## src/rtl/iopmp_scan_ctrl_pkg.sv

```systemverilog
// Shared types for the sequential IOPMP checker: address-match modes, entry
// permissions and controller states.
package iopmp_pkg;

    typedef enum logic [1:0] {
        OFF   = 2'b00,
        TOR   = 2'b01,
        NA4   = 2'b10,
        NAPOT = 2'b11
    } iopmp_addr_mode_t;

    typedef struct packed {
        logic r;
        logic w;
    } iopmp_perm_t;

    typedef enum logic [1:0] {
        IDLE,
        SCAN,
        RESP
    } iopmp_state_t;

    // An access that needs neither read nor write is allowed by any matching entry.
    function automatic logic perm_ok(iopmp_perm_t perm, logic rd, logic wr);
        return (!rd || perm.r) && (!wr || perm.w);
    endfunction

endpackage

```

## src/rtl/iopmp_scan_ctrl_if.sv

```systemverilog
// Request/verdict handshake between a bus requester and the IOPMP checker.
interface iopmp_scan_ctrl_if #(
    parameter int unsigned PLEN        = 56,
    parameter int unsigned NUM_ENTRIES = 8
);
    localparam int unsigned IW = $clog2(NUM_ENTRIES);

    logic            req_valid;
    logic            req_ready;
    logic [PLEN-1:0] req_addr;
    logic            req_read;
    logic            req_write;
    logic            rsp_valid;
    logic            rsp_ready;
    logic            rsp_allow;
    logic            rsp_hit;
    logic [IW-1:0]   rsp_idx;

    modport master (
        output req_valid, req_addr, req_read, req_write, rsp_ready,
        input  req_ready, rsp_valid, rsp_allow, rsp_hit, rsp_idx
    );

    modport slave (
        input  req_valid, req_addr, req_read, req_write, rsp_ready,
        output req_ready, rsp_valid, rsp_allow, rsp_hit, rsp_idx
    );
endinterface

```

## src/rtl/iopmp_scan_ctrl_pmp_entry.sv

```systemverilog
// Single PMP-style region matcher: OFF, TOR, NA4 and NAPOT address modes.
module pmp_entry
    import iopmp_pkg::*;
#(
    parameter int unsigned PLEN    = 56,
    parameter int unsigned PMP_LEN = 54
) (
    input  logic [PLEN-1:0]    addr_i,
    input  logic [PMP_LEN-1:0] conf_addr_i,
    input  logic [PMP_LEN-1:0] conf_addr_prev_i,
    input  iopmp_addr_mode_t   conf_addr_mode_i,
    output logic               match_o
);
    // Compare in a width that holds both the request and a shifted entry address.
    localparam int unsigned W = (PLEN > PMP_LEN + 2) ? PLEN : PMP_LEN + 2;

    logic [W-1:0] addr_w;
    logic [W-1:0] base_w;
    logic [W-1:0] prev_w;
    logic [W-1:0] mask_w;
    logic         run;
    int           size;

    always_comb begin
        addr_w = W'(addr_i);
        base_w = W'({conf_addr_i, 2'b00});
        prev_w = W'({conf_addr_prev_i, 2'b00});
        run    = 1'b1;
        size   = 2;
        if (conf_addr_mode_i == NAPOT) begin
            size = 3;
            for (int i = 0; i < int'(PMP_LEN); i++) begin
                if (run && conf_addr_i[i]) begin
                    size = size + 1;
                end else begin
                    run = 1'b0;
                end
            end
        end
        for (int i = 0; i < int'(W); i++) begin
            mask_w[i] = (i >= size);
        end
        unique case (conf_addr_mode_i)
            TOR:        match_o = (addr_w >= prev_w) && (addr_w < base_w);
            NA4, NAPOT: match_o = ((addr_w ^ base_w) & mask_w) == '0;
            default:    match_o = 1'b0;
        endcase
    end
endmodule

```

## src/rtl/iopmp_scan_ctrl.sv

```systemverilog
// Sequential IOPMP checker: walks NUM_ENTRIES regions lowest index first through
// one shared pmp_entry matcher; the first matching entry decides the verdict.
module iopmp_scan_ctrl
    import iopmp_pkg::*;
#(
    parameter int unsigned PLEN          = 56,
    parameter int unsigned PMP_LEN       = 54,
    parameter int unsigned NUM_ENTRIES   = 8,
    parameter logic        DEFAULT_ALLOW = 1'b0,
    localparam int unsigned IW           = $clog2(NUM_ENTRIES)
) (
    input  logic               clk_i,
    input  logic               rst_ni,
    iopmp_scan_ctrl_if.slave   bus,
    input  logic               cfg_we_i,
    output logic               cfg_ready_o,
    input  logic [IW-1:0]      cfg_idx_i,
    input  logic [PMP_LEN-1:0] cfg_addr_i,
    input  iopmp_addr_mode_t   cfg_mode_i,
    input  iopmp_perm_t        cfg_perm_i
);
    iopmp_state_t       state_q, state_d;
    logic [IW-1:0]      scan_idx_q, scan_idx_d;
    logic [PLEN-1:0]    lat_addr_q, lat_addr_d;
    logic               lat_rd_q, lat_rd_d;
    logic               lat_wr_q, lat_wr_d;
    logic               req_ready_q, req_ready_d;
    logic               cfg_ready_q, cfg_ready_d;
    logic               rsp_valid_q, rsp_valid_d;
    logic               rsp_allow_q, rsp_allow_d;
    logic               rsp_hit_q, rsp_hit_d;
    logic [IW-1:0]      rsp_idx_q, rsp_idx_d;

    iopmp_addr_mode_t   ent_mode_q [NUM_ENTRIES];
    iopmp_addr_mode_t   ent_mode_d [NUM_ENTRIES];
    logic [PMP_LEN-1:0] ent_addr_q [NUM_ENTRIES];
    logic [PMP_LEN-1:0] ent_addr_d [NUM_ENTRIES];
    iopmp_perm_t        ent_perm_q [NUM_ENTRIES];
    iopmp_perm_t        ent_perm_d [NUM_ENTRIES];

    logic               idx_ok;
    logic               cfg_wr_en;
    logic [PMP_LEN-1:0] prev_addr;
    logic               match;

    if ((1 << IW) == NUM_ENTRIES) begin : g_idx_full
        assign idx_ok = 1'b1;
    end else begin : g_idx_part
        assign idx_ok = (32'(cfg_idx_i) < NUM_ENTRIES);
    end

    // Writes land in IDLE only, so a request accepted on the same edge scans the new value.
    always_comb begin
        ent_mode_d = ent_mode_q;
        ent_addr_d = ent_addr_q;
        ent_perm_d = ent_perm_q;
        cfg_wr_en  = cfg_we_i && cfg_ready_q && idx_ok;
        if (cfg_wr_en) begin
            ent_mode_d[cfg_idx_i] = cfg_mode_i;
            ent_addr_d[cfg_idx_i] = cfg_addr_i;
            ent_perm_d[cfg_idx_i] = cfg_perm_i;
        end
    end

    // TOR lower bound is the previous entry's address whatever that entry's mode.
    assign prev_addr = (scan_idx_q == '0) ? '0 : ent_addr_q[scan_idx_q - IW'(1)];

    pmp_entry #(
        .PLEN    (PLEN),
        .PMP_LEN (PMP_LEN)
    ) u_pmp_entry (
        .addr_i           (lat_addr_q),
        .conf_addr_i      (ent_addr_q[scan_idx_q]),
        .conf_addr_prev_i (prev_addr),
        .conf_addr_mode_i (ent_mode_q[scan_idx_q]),
        .match_o          (match)
    );

    always_comb begin
        state_d     = state_q;
        scan_idx_d  = scan_idx_q;
        lat_addr_d  = lat_addr_q;
        lat_rd_d    = lat_rd_q;
        lat_wr_d    = lat_wr_q;
        rsp_valid_d = rsp_valid_q;
        rsp_allow_d = rsp_allow_q;
        rsp_hit_d   = rsp_hit_q;
        rsp_idx_d   = rsp_idx_q;
        unique case (state_q)
            IDLE: begin
                if (bus.req_valid) begin
                    state_d    = SCAN;
                    scan_idx_d = '0;
                    lat_addr_d = bus.req_addr;
                    lat_rd_d   = bus.req_read;
                    lat_wr_d   = bus.req_write;
                end
            end
            SCAN: begin
                if (match) begin
                    state_d     = RESP;
                    rsp_valid_d = 1'b1;
                    rsp_hit_d   = 1'b1;
                    rsp_idx_d   = scan_idx_q;
                    rsp_allow_d = perm_ok(ent_perm_q[scan_idx_q], lat_rd_q, lat_wr_q);
                end else if (scan_idx_q == IW'(NUM_ENTRIES - 1)) begin
                    state_d     = RESP;
                    rsp_valid_d = 1'b1;
                    rsp_hit_d   = 1'b0;
                    rsp_idx_d   = '0;
                    rsp_allow_d = DEFAULT_ALLOW;
                end else begin
                    scan_idx_d = scan_idx_q + IW'(1);
                end
            end
            RESP: begin
                if (bus.rsp_ready) begin
                    state_d     = IDLE;
                    rsp_valid_d = 1'b0;
                    rsp_allow_d = 1'b0;
                    rsp_hit_d   = 1'b0;
                    rsp_idx_d   = '0;
                end
            end
            default: state_d = IDLE;
        endcase
        req_ready_d = (state_d == IDLE);
        cfg_ready_d = (state_d == IDLE);
    end

    always_ff @(posedge clk_i or negedge rst_ni) begin
        if (!rst_ni) begin
            state_q     <= IDLE;
            scan_idx_q  <= '0;
            lat_addr_q  <= '0;
            lat_rd_q    <= 1'b0;
            lat_wr_q    <= 1'b0;
            req_ready_q <= 1'b1;
            cfg_ready_q <= 1'b1;
            rsp_valid_q <= 1'b0;
            rsp_allow_q <= 1'b0;
            rsp_hit_q   <= 1'b0;
            rsp_idx_q   <= '0;
            for (int i = 0; i < int'(NUM_ENTRIES); i++) begin
                ent_mode_q[i] <= OFF;
                ent_addr_q[i] <= '0;
                ent_perm_q[i] <= '0;
            end
        end else begin
            state_q     <= state_d;
            scan_idx_q  <= scan_idx_d;
            lat_addr_q  <= lat_addr_d;
            lat_rd_q    <= lat_rd_d;
            lat_wr_q    <= lat_wr_d;
            req_ready_q <= req_ready_d;
            cfg_ready_q <= cfg_ready_d;
            rsp_valid_q <= rsp_valid_d;
            rsp_allow_q <= rsp_allow_d;
            rsp_hit_q   <= rsp_hit_d;
            rsp_idx_q   <= rsp_idx_d;
            ent_mode_q  <= ent_mode_d;
            ent_addr_q  <= ent_addr_d;
            ent_perm_q  <= ent_perm_d;
        end
    end

    assign bus.req_ready = req_ready_q;
    assign bus.rsp_valid = rsp_valid_q;
    assign bus.rsp_allow = rsp_allow_q;
    assign bus.rsp_hit   = rsp_hit_q;
    assign bus.rsp_idx   = rsp_idx_q;
    assign cfg_ready_o   = cfg_ready_q;
endmodule

```

## src/flat_wrapper.sv

```systemverilog
// flat-port wrapper written by rule: the top's interface ports become plain ports
module iopmp_scan_ctrl_flat import iopmp_pkg::*;
#(
    parameter int unsigned PLEN          = 56,
    parameter int unsigned PMP_LEN       = 54,
    parameter int unsigned NUM_ENTRIES   = 8,
    parameter logic        DEFAULT_ALLOW = 1'b0,
    localparam int unsigned IW           = $clog2(NUM_ENTRIES)
)
  (clk_i, rst_ni, cfg_we_i, cfg_ready_o, cfg_idx_i, cfg_addr_i, cfg_mode_i, cfg_perm_i, bus_req_valid, bus_req_addr, bus_req_read, bus_req_write, bus_rsp_ready, bus_req_ready, bus_rsp_valid, bus_rsp_allow, bus_rsp_hit, bus_rsp_idx);
  iopmp_scan_ctrl_if #(.PLEN(PLEN), .NUM_ENTRIES(NUM_ENTRIES)) bus_i ();
  input  logic clk_i;
  input  logic rst_ni;
  input  logic cfg_we_i;
  output logic cfg_ready_o;
  input  logic [IW-1:0] cfg_idx_i;
  input  logic [PMP_LEN-1:0] cfg_addr_i;
  input  iopmp_addr_mode_t cfg_mode_i;
  input  iopmp_perm_t cfg_perm_i;
  input wire logic [$bits(bus_i.req_valid)-1:0] bus_req_valid;
  input wire logic [$bits(bus_i.req_addr)-1:0] bus_req_addr;
  input wire logic [$bits(bus_i.req_read)-1:0] bus_req_read;
  input wire logic [$bits(bus_i.req_write)-1:0] bus_req_write;
  input wire logic [$bits(bus_i.rsp_ready)-1:0] bus_rsp_ready;
  output wire logic [$bits(bus_i.req_ready)-1:0] bus_req_ready;
  output wire logic [$bits(bus_i.rsp_valid)-1:0] bus_rsp_valid;
  output wire logic [$bits(bus_i.rsp_allow)-1:0] bus_rsp_allow;
  output wire logic [$bits(bus_i.rsp_hit)-1:0] bus_rsp_hit;
  output wire logic [$bits(bus_i.rsp_idx)-1:0] bus_rsp_idx;
  assign bus_i.req_valid = bus_req_valid;
  assign bus_i.req_addr = bus_req_addr;
  assign bus_i.req_read = bus_req_read;
  assign bus_i.req_write = bus_req_write;
  assign bus_i.rsp_ready = bus_rsp_ready;
  assign bus_req_ready = bus_i.req_ready;
  assign bus_rsp_valid = bus_i.rsp_valid;
  assign bus_rsp_allow = bus_i.rsp_allow;
  assign bus_rsp_hit = bus_i.rsp_hit;
  assign bus_rsp_idx = bus_i.rsp_idx;
  iopmp_scan_ctrl #(.PLEN(PLEN), .PMP_LEN(PMP_LEN), .NUM_ENTRIES(NUM_ENTRIES), .DEFAULT_ALLOW(DEFAULT_ALLOW)) u_core (.clk_i(clk_i), .rst_ni(rst_ni), .bus(bus_i), .cfg_we_i(cfg_we_i), .cfg_ready_o(cfg_ready_o), .cfg_idx_i(cfg_idx_i), .cfg_addr_i(cfg_addr_i), .cfg_mode_i(cfg_mode_i), .cfg_perm_i(cfg_perm_i));
endmodule
```

## config.mk

```make
export PLATFORM = sky130hd
export DESIGN_NAME = iopmp_scan_ctrl_flat
export DESIGN_NICKNAME = d
export VERILOG_FILES = /design/src/rtl/iopmp_scan_ctrl_pkg.sv /design/src/rtl/iopmp_scan_ctrl_if.sv /design/src/rtl/iopmp_scan_ctrl_pmp_entry.sv /design/src/rtl/iopmp_scan_ctrl.sv /design/src/flat_wrapper.sv
export SDC_FILE = /design/constraint.sdc
export NUM_CORES = 1
export LEC_CHECK = 0
export CAP_MARGIN = 5
export CELL_PAD_IN_SITES_DETAIL_PLACEMENT = 1
export CELL_PAD_IN_SITES_GLOBAL_PLACEMENT = 1
export CORE_MARGIN = 2
export CORE_UTILIZATION = 50
export DETAILED_ROUTE_END_ITERATION = 8
export PLACE_DENSITY_LB_ADDON = 0.1
export SLEW_MARGIN = 15
export SYNTH_ARGS = -nofsm -noshare
export SYNTH_HDL_FRONTEND = slang
export SYNTH_HIERARCHICAL = 1
export SYNTH_SLANG_ARGS = --single-unit
```

## constraint.sdc

```tcl
create_clock -name clk_i -period 98.5 [get_ports clk_i]
set_clock_uncertainty 0.1 [all_clocks]
set_input_delay 19.7 -clock clk_i [delete_from_list [all_inputs] [get_ports clk_i]]
set_output_delay 19.7 -clock clk_i [all_outputs]
set_load 0.1 [all_outputs]
```

==> out/metrics.cfg, run 1 <==
[drt]
via_per_inst=6.444
drt_iter0_markers=2149
vias=31910
routedWlPerCell_um=27.79
routed_wl_um=137600
antenna_left=0
drc=0
first_pass_iters=5

[worst_setup_path]
worst_setup_path_start_kind=flip-flop
critPathMaxStageDelay_ns=0.81
path_common_cell=ha_1
cp-end-kind=flip-flop
cp.arrival_ns=39.05
cp_slowest_cell=dfrtp_4
cp.required_ns=98.92
crit_fanout=43
crit_type=reg -> reg

[status]
status=finished clean

[yosys]
synth_fp_nets=4091
synth.distinct_cells=109
postSynthCellCount=3804
synth_ff_type=dfrtp_1
syn_avg_cell_area_um2=10.66
yosysWarnings=6
ys_ff_latch=534
ys_seq_area_share_pct=32.96
netlist_area_mm2=0.04055
synth-edff-count=0
async_flop_share_pct=100.0

[cts]
clockBufferDepth=3
htree_levels=2
cts_buffers=56
clock_latency_ns=0.63
clock_sinks=534
cts_root_buf=clkbuf_16
cts_tree=done
holdBufCountCts=0
post_cts_buffers=0
clkTransAtPathRegs_ns=0.06
cts_resized=0

[power]
fin_total_pwr_mw=1.875
p_per_area_mw_per_mm2=42.06
p_leak_nw=18.31
vdd_drop_max_uv=26.80

[die]
die-width_um=288.8
initial_utilization_pct=50.42
ios=132
die_h_um=288.8
core_mm2=0.08042
fp-row-count=104
dieArea_mm2=0.08339

[timing]
max_slew.worst_pin.slew_ns=1.144
tns_ns=0
setup_viol=0
period_minus_slack_ns=38.64
grt_setup_unrepaired=false
holdWs_ns=0.4068
relSlewSlack_pct=23.74
fmax_mhz=25.88
hold_viol=0
period_share_pct=39.23
slew_violations=0

[hold_path]
hp-class=reg -> reg

[cells_and_area]
finalNetCount=4127
stdcell_area_mm2=0.04459
fillCellCount=8530
multiInputGateArea_mm2=0.02571
drive_gt1_share_pct=24.86
regArea_mm2=0.01337
area_delta_synth_final_pct=9.968

[placement]
dpl_cell_area_mm2=0.04266
dp_hpwl_um=97800
port_buffers=131
place.gp.congestion=0.9149

[global_routing]
antenna_found_initial=9
gr-total-overflow=0
grt_pass1_wl_um=211100
grt_pass1_vias=34160
grt_max_degree=188
grtUsageTotal_pct=33.06

[job]
cap_viol_max_count=0

## layer usage
layer	global-route usage, %	wire length [um]	vias up
li1	-	-	14050
met1	44.65	59200	16700
met3	4.281	7618	193
met5	0	39	-
met2	56.15	67640	953
met4	8.969	3113	6
## worst max-delay path, delay by kind of cell, from the launching register on
kind / cells / cell delay [ns]
adder cells (fa/ha/maj): 44 / 14.60
AO/OA/AOI/OAI: 58 / 9.98
AND/OR/NAND/NOR: 48 / 7.43
multiplexers: 22 / 4.15
buffers and inverters: 4 / 1.05
flip-flops: 1 / 0.81
XOR/XNOR: 1 / 0.26
## stage by stage
step / instances / worst slack, ns / utilization [%]
2_1_floorplan: 3804 / 66.57 / -
3_3_place_gp: 4842 / 62.34 / 53.04
3_5_place_dp: 4842 / 60.40 / 53.04
4_1_cts: 4946 / 60.27 / 55.42
5_1_grt: 4951 / 57.08 / 55.44
6_report: 4952 / 59.86 / 55.44
## synthesized netlist by cell type (67+ instances only)
cell      number  area (um^2)
o21ai_0      107        535.5
a21oi_1      176        880.8
nor2_1       188        705.7
mux2_2       491         5529
buf_2         76        380.4
inv_1        159        596.8
mux4_2       223         5022
nor3_1        67        335.3
xnor2_1      119         1042
ha_1         163         2039
dfrtp_1      533        13340
nand3_1       96        480.5
nand2_1      493         1851
clkbuf_1      72        270.3
## power breakdown
part / total (mW) / internal, mW / switching, mW
Combinational: 1.22 / 0.529 / 0.692
Sequential: 0.432 / 0.327 / 0.105
Clock: 0.222 / 0.129 / 0.0932
Total: 1.88 / 0.985 / 0.890
## cell families after synthesis
group / count (synthesis) / synth area share [%]
flops: 534 / 32.96
simple gates: 1166 / 13.69
compound gates: 543 / 8.743
xor+xnor: 228 / 6.604
mux: 806 / 28.83
fa+ha+maj: 173 / 5.277
buf+inv: 354 / 3.898
## registers in the layout, indices dropped and copies added, names as in the netlist
register and count:
u_core/ent_addr_q 432, u_core/lat_addr_q 56, u_core/ent_mode_q 16, u_core/ent_perm_q 16, u_core/bus.rsp_idx 3, u_core/scan_idx_q 3, u_core/state_q 2, u_core/bus.rsp_allow 1
u_core/bus.rsp_hit 1, u_core/bus.rsp_valid 1, u_core/cfg_ready_o 1, u_core/lat_rd_q 1, u_core/lat_wr_q 1
## cell usage in the layout (no fill, tap or decap), types with 17 or more instances in the layout
cell               n
mux4_2           223
nand4_1           50
or3_1             18
xor2_1            55
and3_1            32
mux2_2           491
inv_1            158
xnor3_1           20
dfrtp_1          530
nand2b_1          45
mux2_4            40
a21oi_1          176
xnor2_1          118
and2_1            31
nor2_1           182
o21a_1            17
nand3_1           96
clkbuf_16         56
a21o_1            22
nor4_1            29
nand2_1          493
buf_4             38
ha_1             162
nor3_1            67
mux2i_1           50
a31oi_1           27
clkbuf_1          19
o21ai_0          107
nor2b_1           36
clkdlybuf4s50_1  130
## worst paths after layout
kind                                      start                     end  slack, ns  cells past startpoint
setup / recovery           u_core/scan_idx_q[0]    u_core/scan_idx_q[0]      59.86                    177
hold / removal             u_core/ent_mode_q[2]    u_core/ent_mode_q[2]       0.41                      1
setup reg to reg           u_core/scan_idx_q[0]    u_core/scan_idx_q[0]      59.86                    177
hold reg to reg            u_core/ent_mode_q[2]    u_core/ent_mode_q[2]       0.41                      1
max in group asynchronous                rst_ni  u_core/ent_addr_q[199]      76.91                      3
min in group asynchronous                rst_ni  u_core/ent_addr_q[283]      18.97                      1
## final cells by class
class,instances,area share [%]
repair buffers,172,3.707
flip-flops and latches,534,29.99
clock inverters,23,0.7970
well taps,1060,2.975
multi-input cells,2916,57.66
diodes,6,0.03367
clock buffers,81,3.488
inverters,160,1.347
No activity file was read; power rests on OpenSTA's default activity.
==> run 2, diff against run 1 <==
--- a/config.mk
+++ b/config.mk
@@ -9,7 +9,7 @@
 export CELL_PAD_IN_SITES_DETAIL_PLACEMENT = 1
 export CELL_PAD_IN_SITES_GLOBAL_PLACEMENT = 1
 export CORE_MARGIN = 2
-export CORE_UTILIZATION = 50
+export CORE_UTILIZATION = 46
 export DETAILED_ROUTE_END_ITERATION = 8
 export PLACE_DENSITY_LB_ADDON = 0.1
 export SLEW_MARGIN = 15
==> constraint.sdc (replaced) <==
create_clock -name clk_i -period 33.6 [get_ports clk_i]
set_clock_uncertainty 0.1 [all_clocks]
set_input_delay 6.72 -clock clk_i [delete_from_list [all_inputs] [get_ports clk_i]]
set_output_delay 6.72 -clock clk_i [all_outputs]
set_load 0.1 [all_outputs]
==> out/metrics.cfg, run 2 (synthesis gave the netlist of run 1 again) <==
[drt]
antenna_left=0
vias=31840
routedWlPerCell_um=25.74
drt_iter0_markers=2279
first_pass_iters=5
drc=0
routed_wl_um=132300
via_per_inst=6.196

[cts]
clock_latency_ns=0.63
holdBufCountCts=0
clkTransAtPathRegs_ns=0.06
cts_root_buf=clkbuf_16
clock_sinks=534
clockBufferDepth=3
htree_levels=2
cts_buffers=55
cts_tree=done

[placement]
dpl_worst_slack_ns=-0.7827
place.gp.congestion=0.9798
dp_hpwl_um=92330
port_buffers=131

[worst_setup_path]
regToRegStartpoint=u_core/scan_idx_q[0]
crit_type=reg -> reg
r2r_cells=178
reg2reg_to=u_core/scan_idx_q[0]
cp.required_ns=34.02
worstSetupStartpoint=u_core/scan_idx_q[0]
reg2reg_slack_ns=1.28
crit_end=u_core/scan_idx_q[0]
critPathMaxStageDelay_ns=0.58
cp.arrival_ns=32.74
path_common_cell=ha_1
cp-end-kind=flip-flop
crit_fanout=8
worst_setup_path_start_kind=flip-flop
cp_slowest_cell=or4b_4

[power]
p_per_area_mw_per_mm2=126.0
vdd_drop_max_uv=87.50
p_sw_mw=2.674
internal-power_mw=3.115
pwr-share-seq_pct=21.3
combPwrFrac_pct=67.6
swShare_pct=46.20
p_leak_nw=18.90
pwr-share-clk_pct=11.1

[timing]
period_minus_slack_ns=32.32
fmax_mhz=30.94
hold_viol=0
relSlewSlack_pct=26.10
setup_viol=0
fin_ws_ns=1.280
period_share_pct=96.19
slew_violations=0
tns_ns=0
max_slew.worst_pin.slew_ns=1.106

[status]
status=finished clean

[cells_and_area]
finalNetCount=4224
regMostFlops=u_core/ent_addr_q
area_delta_synth_final_pct=13.29
largest_register_ffs=432
final_common_cell=dfrtp_1
top_regs=u_core/ent_addr_q: 432 flops, u_core/lat_addr_q: 56 flops
final_cell_mix=dfrtp_1, mux2_2, nand2_1
drive_gt1_share_pct=28.74

[job]
cap_viol_max_count=0

[die]
core_mm2=0.08702
initial_utilization_pct=46.59
fp-row-count=108
ios=132
dieArea_mm2=0.09053
die_h_um=300.9
die-width_um=300.9

[hold_path]
hp-class=reg -> reg
worstHoldPathCells=1
min_from=u_core/bus.rsp_hit

[global_routing]
gr-total-overflow=0
grt_pass1_vias=32900
grtUsageTotal_pct=28.88
antenna_found_initial=9
grt_max_degree=116
grt_pass1_wl_um=202300

==> run 2: cell types whose count changed in the layout (fill, tap and decap cells not counted), moves of 11 or more <==
cell	change
buf_4	+93
clkbuf_8	+11
ha_1	-13
ha_4	+13
nand2_1	-16
nand2_2	+13
o21ai_0	-14
==> run 2: metrics by stage <==
step                cell area [um^2]  instances  utilization, %  total power [mW]  hold WS, ns
floorplan                      40550       3804               -             3.715       0.3744
global placement               43220       4992           49.66             4.723       0.3775
detailed placement             43220       4992           49.66             4.823       0.3734
CTS                            45200       5097           51.94             5.517       0.4021
global route                   45930       5138           52.78             6.191       0.4113
finish                         45930       5139           52.78             5.789       0.3974
==> run 2: routing by layer <==
| metal | wire [um] | global-route usage (%) | vias up |
|---|---|---|---|
| met1 | 60080 | 40.78 | 16570 |
| met4 | 2973 | 7.095 | 14 |
| li1 | - | - | 14260 |
| met2 | 62620 | 47.29 | 822 |
| met3 | 6527 | 3.636 | 172 |
| met5 | 90 | 0 | - |
==> run 2: power groups by stage <==
stage | Sequential, mW | Combinational (mW) | Clock (mW)
CTS | 1.23 | 3.63 | 0.654
detailed placement | 1.23 | 3.59 | 0
global placement | 1.21 | 3.51 | 0
global route | 1.28 | 4.24 | 0.678
floorplan | 1.13 | 2.58 | 0
finish | 1.23 | 3.91 | 0.640
==> run 2: critical path: cells and delay by family, from the launching register on <==
family | cells | cell delay [ns]
adders and majority gates | 43 | 12.13
AOI/OAI and AO/OA | 59 | 8.79
and+or+nand+nor | 46 | 6.05
muxes | 22 | 3.80
buffers and inverters | 7 | 0.66
DFF | 1 | 0.45
xor gates and xnor gates | 1 | 0.13
==> run 2: layout make-up <==
| type | instances | area (um^2) |
|---|---|---|
| timing repair buffer | 270 | 2439 |
| fill | 9343 | 41090 |
| clock inverter | 19 | 219.0 |
| multi-input combinational | 2916 | 26180 |
| antenna | 3 | 7.507 |
| sequential | 534 | 13380 |
| clock buffer | 82 | 1669 |
| inverter | 160 | 600.6 |
| tap | 1155 | 1445 |
==> run 2: worst min-delay path by stage <==
stage | end | slack, ns
after floorplan | u_core/ent_mode_q[12] | 0.37
after global placement | u_core/bus.rsp_hit | 0.38
after detailed placement | u_core/bus.rsp_hit | 0.37
after CTS | u_core/bus.rsp_hit | 0.40
after global routing | u_core/ent_perm_q[2] | 0.41
final | u_core/bus.rsp_hit | 0.40
==> run 2: what timing repair did <==
action | CTS | global route
pin swaps | 5 | 86
setup buffers | 4 | 38
cloned | 0 | 1
resized for setup | 20 | 89
setup endpoints to repair | 12 | 12
